## src/rtl/led_seq_pkg.sv

```systemverilog
// Shared types and default widths for the LED sequencer slice.
package led_seq_pkg;

  typedef enum logic [1:0] {
    MODE_OFF   = 2'd0,
    MODE_BLINK = 2'd1,
    MODE_CHASE = 2'd2,
    MODE_ALT   = 2'd3
  } mode_e;

  localparam int MODE_W       = 2;
  localparam int TICK_DIV_DEF = 50000000;
  localparam int NUM_LEDS_DEF = 2;
  localparam int STEP_W_DEF   = 8;

endpackage

```

## src/rtl/led_seq_ctrl_if.sv

```systemverilog
// Config valid/ready port carrying the requested mode and step length.
interface led_seq_ctrl_if
  import led_seq_pkg::*;
#(
  parameter int STEP_W = STEP_W_DEF
);
  logic              cfg_valid;
  logic              cfg_ready;
  logic [MODE_W-1:0] cfg_mode;
  logic [STEP_W-1:0] cfg_steps;

  modport master (output cfg_valid, output cfg_mode, output cfg_steps, input cfg_ready);
  modport slave  (input cfg_valid, input cfg_mode, input cfg_steps, output cfg_ready);
endinterface

```

## src/rtl/led_seq_ctrl_tick_gen.sv

```systemverilog
// Free-running timebase: tick is high for one clk every TICK_DIV cycles.
module tick_gen #(
  parameter int TICK_DIV = 50000000
) (
  input  logic clk,
  input  logic rst_n,
  output logic tick
);
  localparam int CNT_W = (TICK_DIV > 1) ? $clog2(TICK_DIV) : 1;
  localparam logic [CNT_W-1:0] LAST = CNT_W'(TICK_DIV - 1);

  logic [CNT_W-1:0] cnt_q, cnt_d;

  always_comb begin
    cnt_d = (cnt_q == LAST) ? '0 : cnt_q + 1'b1;
  end

  always_ff @(posedge clk or negedge rst_n) begin
    if (!rst_n) cnt_q <= '0;
    else        cnt_q <= cnt_d;
  end

  assign tick = (cnt_q == LAST);
endmodule

```

## src/rtl/led_seq_ctrl.sv

```systemverilog
// LED pattern sequencer: step counter, one-entry config pending register and mode FSM.
// Optional 25% dimming of the LED outputs when LED_SEQ_DIM_EN is defined.
module led_seq_ctrl
  import led_seq_pkg::*;
#(
  parameter int TICK_DIV = TICK_DIV_DEF,
  parameter int NUM_LEDS = NUM_LEDS_DEF,
  parameter int STEP_W   = STEP_W_DEF
) (
  input  logic                clk,
  input  logic                rst_n,
  input  logic                enable,
  led_seq_ctrl_if.slave       cfg,
  output logic [NUM_LEDS-1:0] led,
  output logic                step_pulse
);

  function automatic logic [NUM_LEDS-1:0] alt_pattern();
    logic [NUM_LEDS-1:0] p;
    p = '0;
    for (int unsigned i = 0; i < NUM_LEDS; i += 2) p[i] = 1'b1;
    return p;
  endfunction

  localparam logic [NUM_LEDS-1:0] ALT_INIT   = alt_pattern();
  localparam logic [NUM_LEDS-1:0] CHASE_INIT = {{(NUM_LEDS-1){1'b0}}, 1'b1};

  logic                tick;
  mode_e               mode_q, mode_d;
  logic [STEP_W-1:0]   steps_q, steps_d;
  logic [STEP_W-1:0]   step_cnt_q, step_cnt_d;
  logic                pend_q, pend_d;
  mode_e               pend_mode_q, pend_mode_d;
  logic [STEP_W-1:0]   pend_steps_q, pend_steps_d;
  logic [NUM_LEDS-1:0] pat_q, pat_d;
  logic                step_pulse_q, step_pulse_d;

  logic [STEP_W-1:0]   steps_eff;
  logic                running, step_evt, accept, apply;

  tick_gen #(.TICK_DIV(TICK_DIV)) u_tick_gen (
    .clk   (clk),
    .rst_n (rst_n),
    .tick  (tick)
  );

  assign cfg.cfg_ready = !pend_q;

  always_comb begin
    steps_eff = (steps_q == '0) ? STEP_W'(1) : steps_q;
    running   = enable && (mode_q != MODE_OFF);
    step_evt  = tick && running && (step_cnt_q == steps_eff - STEP_W'(1));
    accept    = cfg.cfg_valid && !pend_q;
    apply     = pend_q && ((mode_q == MODE_OFF) || step_evt);
  end

  always_comb begin
    mode_d       = mode_q;
    steps_d      = steps_q;
    step_cnt_d   = step_cnt_q;
    pend_d       = pend_q;
    pend_mode_d  = pend_mode_q;
    pend_steps_d = pend_steps_q;
    pat_d        = pat_q;
    step_pulse_d = 1'b0;

    if (tick && running) step_cnt_d = step_evt ? '0 : step_cnt_q + 1'b1;

    if (accept) begin
      pend_d       = 1'b1;
      pend_mode_d  = mode_e'(cfg.cfg_mode);
      pend_steps_d = cfg.cfg_steps;
    end

    // An apply swallows a coincident step event: new pattern loads, no advance, no strobe.
    if (apply) begin
      pend_d     = 1'b0;
      mode_d     = pend_mode_q;
      steps_d    = pend_steps_q;
      step_cnt_d = '0;
      unique case (pend_mode_q)
        MODE_OFF:   pat_d = '0;
        MODE_BLINK: pat_d = '1;
        MODE_CHASE: pat_d = CHASE_INIT;
        MODE_ALT:   pat_d = ALT_INIT;
        default:    pat_d = '0;
      endcase
    end else if (step_evt) begin
      step_pulse_d = 1'b1;
      unique case (mode_q)
        MODE_CHASE: pat_d = {pat_q[NUM_LEDS-2:0], pat_q[NUM_LEDS-1]};
        MODE_BLINK,
        MODE_ALT:   pat_d = ~pat_q;
        default:    pat_d = '0;
      endcase
    end
  end

  always_ff @(posedge clk or negedge rst_n) begin
    if (!rst_n) begin
      mode_q       <= MODE_OFF;
      steps_q      <= STEP_W'(1);
      step_cnt_q   <= '0;
      pend_q       <= 1'b0;
      pend_mode_q  <= MODE_OFF;
      pend_steps_q <= '0;
      pat_q        <= '0;
      step_pulse_q <= 1'b0;
    end else begin
      mode_q       <= mode_d;
      steps_q      <= steps_d;
      step_cnt_q   <= step_cnt_d;
      pend_q       <= pend_d;
      pend_mode_q  <= pend_mode_d;
      pend_steps_q <= pend_steps_d;
      pat_q        <= pat_d;
      step_pulse_q <= step_pulse_d;
    end
  end

  assign step_pulse = step_pulse_q;

`ifdef LED_SEQ_DIM_EN
  logic [1:0] dim_q, dim_d;

  always_comb dim_d = dim_q + 2'd1;

  always_ff @(posedge clk or negedge rst_n) begin
    if (!rst_n) dim_q <= '0;
    else        dim_q <= dim_d;
  end

  assign led = pat_q & {NUM_LEDS{dim_q == 2'd0}};
`else
  assign led = pat_q;
`endif

endmodule
```

## src/flat_wrapper.sv

```systemverilog
// flat-port wrapper written by rule: the top's interface ports become plain ports
module led_seq_ctrl_flat import led_seq_pkg::*;
#(
  parameter int TICK_DIV = TICK_DIV_DEF,
  parameter int NUM_LEDS = NUM_LEDS_DEF,
  parameter int STEP_W   = STEP_W_DEF
)
  (clk, rst_n, enable, led, step_pulse, cfg_cfg_valid, cfg_cfg_mode, cfg_cfg_steps, cfg_cfg_ready);
  led_seq_ctrl_if #(.STEP_W(STEP_W)) cfg_i ();
  input  logic clk;
  input  logic rst_n;
  input  logic enable;
  output logic [NUM_LEDS-1:0] led;
  output logic step_pulse;
  input wire logic [$bits(cfg_i.cfg_valid)-1:0] cfg_cfg_valid;
  input wire logic [$bits(cfg_i.cfg_mode)-1:0] cfg_cfg_mode;
  input wire logic [$bits(cfg_i.cfg_steps)-1:0] cfg_cfg_steps;
  output wire logic [$bits(cfg_i.cfg_ready)-1:0] cfg_cfg_ready;
  assign cfg_i.cfg_valid = cfg_cfg_valid;
  assign cfg_i.cfg_mode = cfg_cfg_mode;
  assign cfg_i.cfg_steps = cfg_cfg_steps;
  assign cfg_cfg_ready = cfg_i.cfg_ready;
  led_seq_ctrl #(.TICK_DIV(TICK_DIV), .NUM_LEDS(NUM_LEDS), .STEP_W(STEP_W)) u_core (.clk(clk), .rst_n(rst_n), .enable(enable), .cfg(cfg_i), .led(led), .step_pulse(step_pulse));
endmodule
```

## config.mk

```make
export PLATFORM = sky130hd
export DESIGN_NAME = led_seq_ctrl_flat
export DESIGN_NICKNAME = d
export VERILOG_FILES = /design/src/rtl/led_seq_pkg.sv /design/src/rtl/led_seq_ctrl_if.sv /design/src/rtl/led_seq_ctrl_tick_gen.sv /design/src/rtl/led_seq_ctrl.sv /design/src/flat_wrapper.sv
export SDC_FILE = /design/constraint.sdc
export NUM_CORES = 1
export LEC_CHECK = 0
export ABC_AREA = 1
export CAP_MARGIN = 15
export CORE_ASPECT_RATIO = 0.9
export CORE_UTILIZATION = 47
export DETAILED_ROUTE_END_ITERATION = 10
export HOLD_SLACK_MARGIN = 0.02
export PLACE_DENSITY = 0.68
export SYNTH_ARGS = -nofsm -noshare
export SYNTH_HDL_FRONTEND = slang
export SYNTH_SLANG_ARGS = --single-unit
```

## constraint.sdc

```tcl
create_clock -name clk -period 2.6 [get_ports clk]
set_input_delay 0.65 -clock clk [delete_from_list [all_inputs] [get_ports clk]]
set_output_delay 0.65 -clock clk [all_outputs]
set_load 0.03 [all_outputs]
```

==> flow_summary_export.csv, run 1 <==
group,metric,value,unit
outcome,status,"finished clean",
logic_synthesis,ys_seq_area_share,44.6,%
logic_synthesis,synth_area_leaders,"dfrtp_1 (44%), nand2_1 (11%), inv_1 (7.7%), nor2_1 (5.0%), xor2_1 (4.8%)",
cells_and_area,diodes,0,
clocking,h-tree-depth,3,
drt,dr.pass1.iters,6,
global_routing,grt_pass1_wl,11300,um
sta,period_share,95.1,%
critical_path,r2r_cells,21,
critical_path,cp.arrival,1820,ps
floorplan,die_w,89.7,um
logic_synthesis,synth_top_cell_by_area,"dfrtp_1",
sta,finalSetupViolations,0,
sta,finalMaxSlewViolations,0,
pwr,leakagePower,1.98,nW
cells_and_area,areaGrowthSynthToFinish,18.1,%
placement,place_hpwl,4950,um
global_routing,grt_max_degree,59,
global_routing,grt_overflow,0,
critical_path,crit_type,"register to output pin",
clocking,numCtsBuffers,9,
global_routing,grt_usage,20.1,%
placement,port_buffers,17,
placement,gp_congestion,0.909,
floorplan,core_area,6620,um^2
sta,worst_slack,128,ps
logic_synthesis,synth.distinct_cells,35,
logic_synthesis,syn_inst,415,
clocking,cts_buffer_depth,2,
critical_path,rr_endpoint,"u_core.led[0]",
hold_path,hold_path_class,"input port to asynchronous set/reset pin",
cells_and_area,layout.nets,468,
logic_synthesis,avgSynthCellArea,7.84,um^2
clocking,insertion_delay,350,ps
drt,routed_wl,7050,um
logic_synthesis,ys_warn_count,0,
sta,hold_violations,0,
cells_and_area,drive_above_1_share,13.4,%
critical_path,crit_buf_inv,2,
critical_path,cp_slowest_cell,"dfrtp_1",
floorplan,die_y,80.9,um
critical_path,required,1950,ps
sta,whs,302,ps
drt,via_per_inst,5.05,
sta,fin_skew,10.3,ps
global_routing,antenna_found_initial,0,
logic_synthesis,synth_area,3250,um^2
clocking,cts_tree,"done",
placement,place_area,3560,um^2
critical_path,start_kind,"register",
cells_and_area,stdcell_count,546,
critical_path,endpoint,"cfg_cfg_ready",
clocking,hold_buffers,0,
logic_synthesis,synth_seq_cells,58,
drt,vias,2759,
flow_run,drv_cap,0,
drt,wl_per_cell,12.9,um
critical_path,crit_fanout,7,
logic_synthesis,syn_nets,432,
critical_path,startpoint,"u_core.pend_q",
pwr,p_total,3.44,mW
drt,drc_errors,0,
global_routing,grt_pass1_vias,2479,
placement,placedCellCount,524,
critical_path,slowest_delay,670,ps
floorplan,start_util,49.1,%
pwr,power_density,895,nW/um^2
critical_path,worstPathCellList,"inv_1 -> clkdlybuf4s50_1",
cells_and_area,most-common-layout-cells,"nand2_1 (92), inv_1 (65), dfrtp_1 (56)",
clocking,clk_pin_slew,80,ps
sta,worstMarginPinSlew,513,ps
cells_and_area,final_common_cell,"nand2_1",
floorplan,ios,18,
drt,ant_nets,0,
critical_path,endpoint_kind,"output pin",
logic_synthesis,netlist.area_leader.share,43.8,%
sta,fin_setup_tns,0,ps
floorplan,rows,28,
pwr,ir_drop,0.000587,V
sta,relSlewSlack,65.8,%
critical_path,reg2reg_from,"u_core.steps_q[5]",
cells_and_area,fin_util,58.0,%
drt,drtIter0Drc,199,
clocking,clock-root-buffer,"clkbuf_8",
sta,max_freq,405,MHz
critical_path,critical-path-top-delay-family,"buffers and inverters",
critical_path,crit_cells,2,
sta,fin_crit,2470,ps
critical_path,r2r_slack,190,ps
floorplan,die_area,7260,um^2
placement,dpl_worst_slack,43.7,ps
cells_and_area,final_area,3840,um^2
clocking,cts.sinks,58,
[worst reg2reg max path: stages, from the launching register on]
cell	delay, ps
dfrtp_2	460
inv_1	80
nand2_1	60
nor2_2	120
nand2_4	50
nand2_1	70
inv_1	50
ha_2	200
inv_1	70
nand2_1	70
nand3b_1	100
nand2_1	70
nor2_2	110
nand3_2	90
nor2_4	130
nand3_4	110
nand2_8	120
nand2_8	80
nand2_2	80
nand2_1	50
nand2_1	50
nand2_1	40
[Yosys cell counts]
master and instances:
nor3_2 1, mux2_2 1, a21oi_2 1, nor2_4 4, nor2_1 43, buf_6 3
a311oi_1 1, xnor2_1 4, clkbuf_2 1, xor2_1 18, nand3_2 2, nand3_1 26
o21a_1 1, a21oi_1 19, nand2_4 4, clkbuf_1 2, nand3_4 1, ha_1 3
dfrtp_1 57, nand2_1 93, dfstp_2 1, and3_1 1, nor2_2 7, nor3b_1 2
a31oi_1 1, nand3b_1 1, or2_1 2, nor4_1 2, o21ai_0 7, o21ai_1 9
inv_1 67, nand2_2 1, o32ai_1 1, nand4_1 20, nor3_1 8
[how the worst min path moves through the flow]
stage | from | to | slack (ps)
finish | rst_n | u_core.u_tick_gen.cnt_q[9] | 300
global route | rst_n | u_core.u_tick_gen.cnt_q[19] | 320
CTS | rst_n | u_core.u_tick_gen.cnt_q[19] | 300
detailed placement | u_core.u_tick_gen.cnt_q[0] | u_core.u_tick_gen.cnt_q[0] | 460
global placement | u_core.u_tick_gen.cnt_q[0] | u_core.u_tick_gen.cnt_q[0] | 450
floorplan | rst_n | u_core.led[0] | 350
[state kept, by name (all words and copies together), names as in the netlist]
signal and count:
u_core.step_pulse 1, u_core.pend_q 1, u_core.pend_steps_q 8, u_core.u_tick_gen.cnt_q 26
u_core.step_cnt_q 8, u_core.pend_mode_q 2, u_core.steps_q 8, u_core.led 2
u_core.mode_q 2
[per-layer routing]
layer,up-vias,part of all wire [%],GRT usage [%]
li1,1404,-,-
met1,1266,49,27.0
met2,73,45,31.1
met3,16,4.3,4.87
met4,0,1.9,9.02
met5,-,0,0
[area by class of cell]
type                       count  area [um^2]
timing repair buffer          29          268
multi-input combinational    286         1560
fill                         577         2780
sequential                    58         1450
clock buffer                   9          124
inverter                      67          251
clock inverter                 7         77.6
tap                           90          113
[report_power, final]
part	internal, mW	switching [mW]
Clock	0.450	0.405
Sequential	1.09	0.146
Combinational	0.506	0.844
[kinds of logic (layout without fill, tap and decap cells)]
| kind of cell | after synthesis | count (layout) | share of synthesized area (%) |
|---|---|---|---|
| simple gates | 218 | 220 | 32.2 |
| flops | 58 | 58 | 44.6 |
| buf+inv | 73 | 112 | 9.15 |
| mux | 1 | 1 | 0.346 |
| compound gates | 40 | 40 | 6.61 |
| xor+xnor | 22 | 22 | 5.92 |
| fa+ha+maj | 3 | 3 | 1.15 |
[repair_timing]
action | CTS | global route
pin swaps | 0 | 1
setup buffers | 0 | 4
setup endpoints to repair | 1 | 20
resized for setup | 1 | 8
cloned | 0 | 2
No activity file was read; power rests on OpenSTA's default activity.
==> run 2: changes to the inputs <==
==> constraint.sdc (replaced) <==
create_clock -name clk -period 2.9 [get_ports clk]
set_input_delay 0.725 -clock clk [delete_from_list [all_inputs] [get_ports clk]]
set_output_delay 0.725 -clock clk [all_outputs]
set_load 0.03 [all_outputs]
==> flow_summary_export.csv, run 2 (same netlist as run 1, synthesis figures left out) <==
group,metric,value,unit
pwr,power_density,757,nW/um^2
drt,ant_nets,0,
clocking,h-tree-depth,3,
critical_path,cp.arrival,2850,ps
sta,fin_crit,2620,ps
critical_path,worstPathCellList,"inv_1 -> nand2_1 -> nor2_2 -> nand2_4 -> nand2_1 -> inv_1 -> ha_1 -> inv_1 -> nand2_1 -> nand3b_1 -> nand2_1 -> nor2_2 -> nand3_1 -> nor2_4 -> nand3_4 -> nand2_8 -> nand2_8 -> nand2_1 -> nand2_1 -> nand2_1 -> nand2_1",
clocking,hold_buffers,0,
sta,finalMaxSlewViolations,0,
floorplan,rows,28,
clocking,clock-root-buffer,"clkbuf_8",
sta,fin_skew,10.7,ps
drt,wl_per_cell,12.3,um
pwr,switching_share,40.6,%
critical_path,crit_type,"register to register",
floorplan,die_w,89.7,um
critical_path,crit_top_cell,"nand2_1",
cells_and_area,diodes,0,
cells_and_area,most-common-layout-cells,"nand2_1 (93), inv_1 (67), dfrtp_1 (57)",
clocking,cts.sinks,58,
cells_and_area,fin_util,56.5,%
pwr,ir_drop,0.000646,V
floorplan,core_area,6620,um^2
cells_and_area,regArea,1450,um^2
placement,place_hpwl,4910,um
critical_path,crit_fanout,16,
global_routing,antenna_found_initial,0,
cells_and_area,stdcell_count,539,
critical_path,cp_slowest_cell,"dfrtp_1",
global_routing,grt_max_degree,33,
cells_and_area,final.fill_count,608,
sta,hold_violations,0,
critical_path,endpoint_kind,"register",
flow_run,drv_cap,0,
floorplan,die_y,80.9,um
cells_and_area,top_register,"u_core.u_tick_gen.cnt_q",
global_routing,grt_usage,20.3,%
sta,relSlewSlack,56.8,%
placement,dpl_worst_slack,168,ps
placement,gp_congestion,0.916,
cells_and_area,drive_above_1_share,10.2,%
outcome,status,"finished clean",
cells_and_area,final_common_cell,"nand2_1",
cells_and_area,areaGrowthSynthToFinish,15.0,%
global_routing,grt_overflow,0,
pwr,intPower,1.68,mW
sta,max_freq,381,MHz
drt,drtIter0Drc,122,
drt,dr.pass1.iters,4,
clocking,numCtsBuffers,9,
sta,worstMarginPinSlew,648,ps
hold_path,hold_path_class,"input port to asynchronous set/reset pin",
global_routing,grt_pass1_vias,2474,
sta,worst_slack,277,ps
pwr,p_switching,1.15,mW
drt,drc_errors,0,
placement,placedCellCount,518,
clocking,clk_pin_slew,60,ps
critical_path,slowest_delay,430,ps
critical_path,required,3130,ps
drt,vias,2652,
pwr,p_total,2.83,mW
floorplan,die_area,7260,um^2
placement,place_area,3510,um^2
pwr,pwr-share-seq,39.6,%
critical_path,crit_buf_inv,3,
sta,finalSetupViolations,0,
drt,routed_wl,6610,um
pwr,clkPwrFrac,23.0,%
pwr,leakagePower,1.93,nW
critical_path,start_kind,"register",
cells_and_area,multi_input_area,1530,um^2
cells_and_area,final_area,3740,um^2
critical_path,critical-path-top-delay-family,"simple AND/OR/NAND/NOR gates",
global_routing,grt_pass1_wl,11600,um
clocking,insertion_delay,340,ps
cells_and_area,largest_reg_flops,26,
clocking,cts_tree,"done",
floorplan,start_util,49.1,%
placement,port_buffers,17,
floorplan,ios,18,
sta,period_share,90.5,%
drt,via_per_inst,4.92,
cells_and_area,layout.nets,461,
clocking,cts_buffer_depth,2,
pwr,pwr-share-comb,37.4,%
run 2: changes by cell type in the layout (fill, tap and decap cells not counted), sizes merged:
cell | before | now
buf | 13 | 7
bufinv | 1 | 0
clkbuf | 9 | 11
clkinvlp | 1 | 2
inv | 69 | 67
nand2 | 100 | 99
run 2: worst reg2reg max path: cells and delay by family (launching register included):
family / cells / cell delay (ps)
AND/OR/NAND/NOR: 17 / 1620
flip-flops: 1 / 430
buffers and inverters: 3 / 230
adder cells (fa/ha/maj): 1 / 240
run 2: timing repair:
item / in CTS / in global routing
endpoints found under the setup margin: 0 / 20
buffers inserted: 0 / 4
gates resized for setup: 0 / 2
run 2: area by class of cell:
cell class / count / area share, %
clock buffer: 11 / 3.78
clock inverter: 5 / 0.802
inverter: 67 / 6.72
multi-input combinational: 285 / 40.9
sequential: 58 / 38.8
tap: 90 / 3.01
timing repair buffer: 23 / 5.95
run 2: path summary, 6_finish.rpt:
path	from	endpoint	slack, ps	cells after the start
setup reg to reg	u_core.steps_q[2]	u_core.led[0]	280	21
max in group asynchronous	rst_n	u_core.steps_q[0]	1840	2
hold / removal	rst_n	u_core.u_tick_gen.cnt_q[4]	410	1
min in group clk	u_core.u_tick_gen.cnt_q[0]	u_core.u_tick_gen.cnt_q[0]	470	1
hold reg to reg	u_core.u_tick_gen.cnt_q[0]	u_core.u_tick_gen.cnt_q[0]	470	1
setup / recovery	u_core.steps_q[2]	u_core.led[0]	280	21
run 2: per-layer routing:
metal	vias to the layer above	GRT usage [%]	wire (um)
met4	0	6.56	70
met3	7	4.59	262
met5	-	0	0
met2	53	32.3	3000
li1	1379	-	-
met1	1213	27.8	3280
run 2: power by group through the flow:
stage / Sequential, mW / Combinational [mW] / Clock (mW)
finish: 1.12 / 1.06 / 0.652
global placement: 1.12 / 1.00 / 0
CTS: 1.11 / 1.02 / 0.681
floorplan: 1.11 / 0.809 / 0
detailed placement: 1.13 / 1.02 / 0
global route: 1.14 / 1.22 / 0.715
run 2: through the flow:
step	setup TNS [ps]	hold WS [ps]
finish	0	412
global route	-4.99	463
CTS	0	422
detailed placement	0	462
global placement	0	456
floorplan	0	429
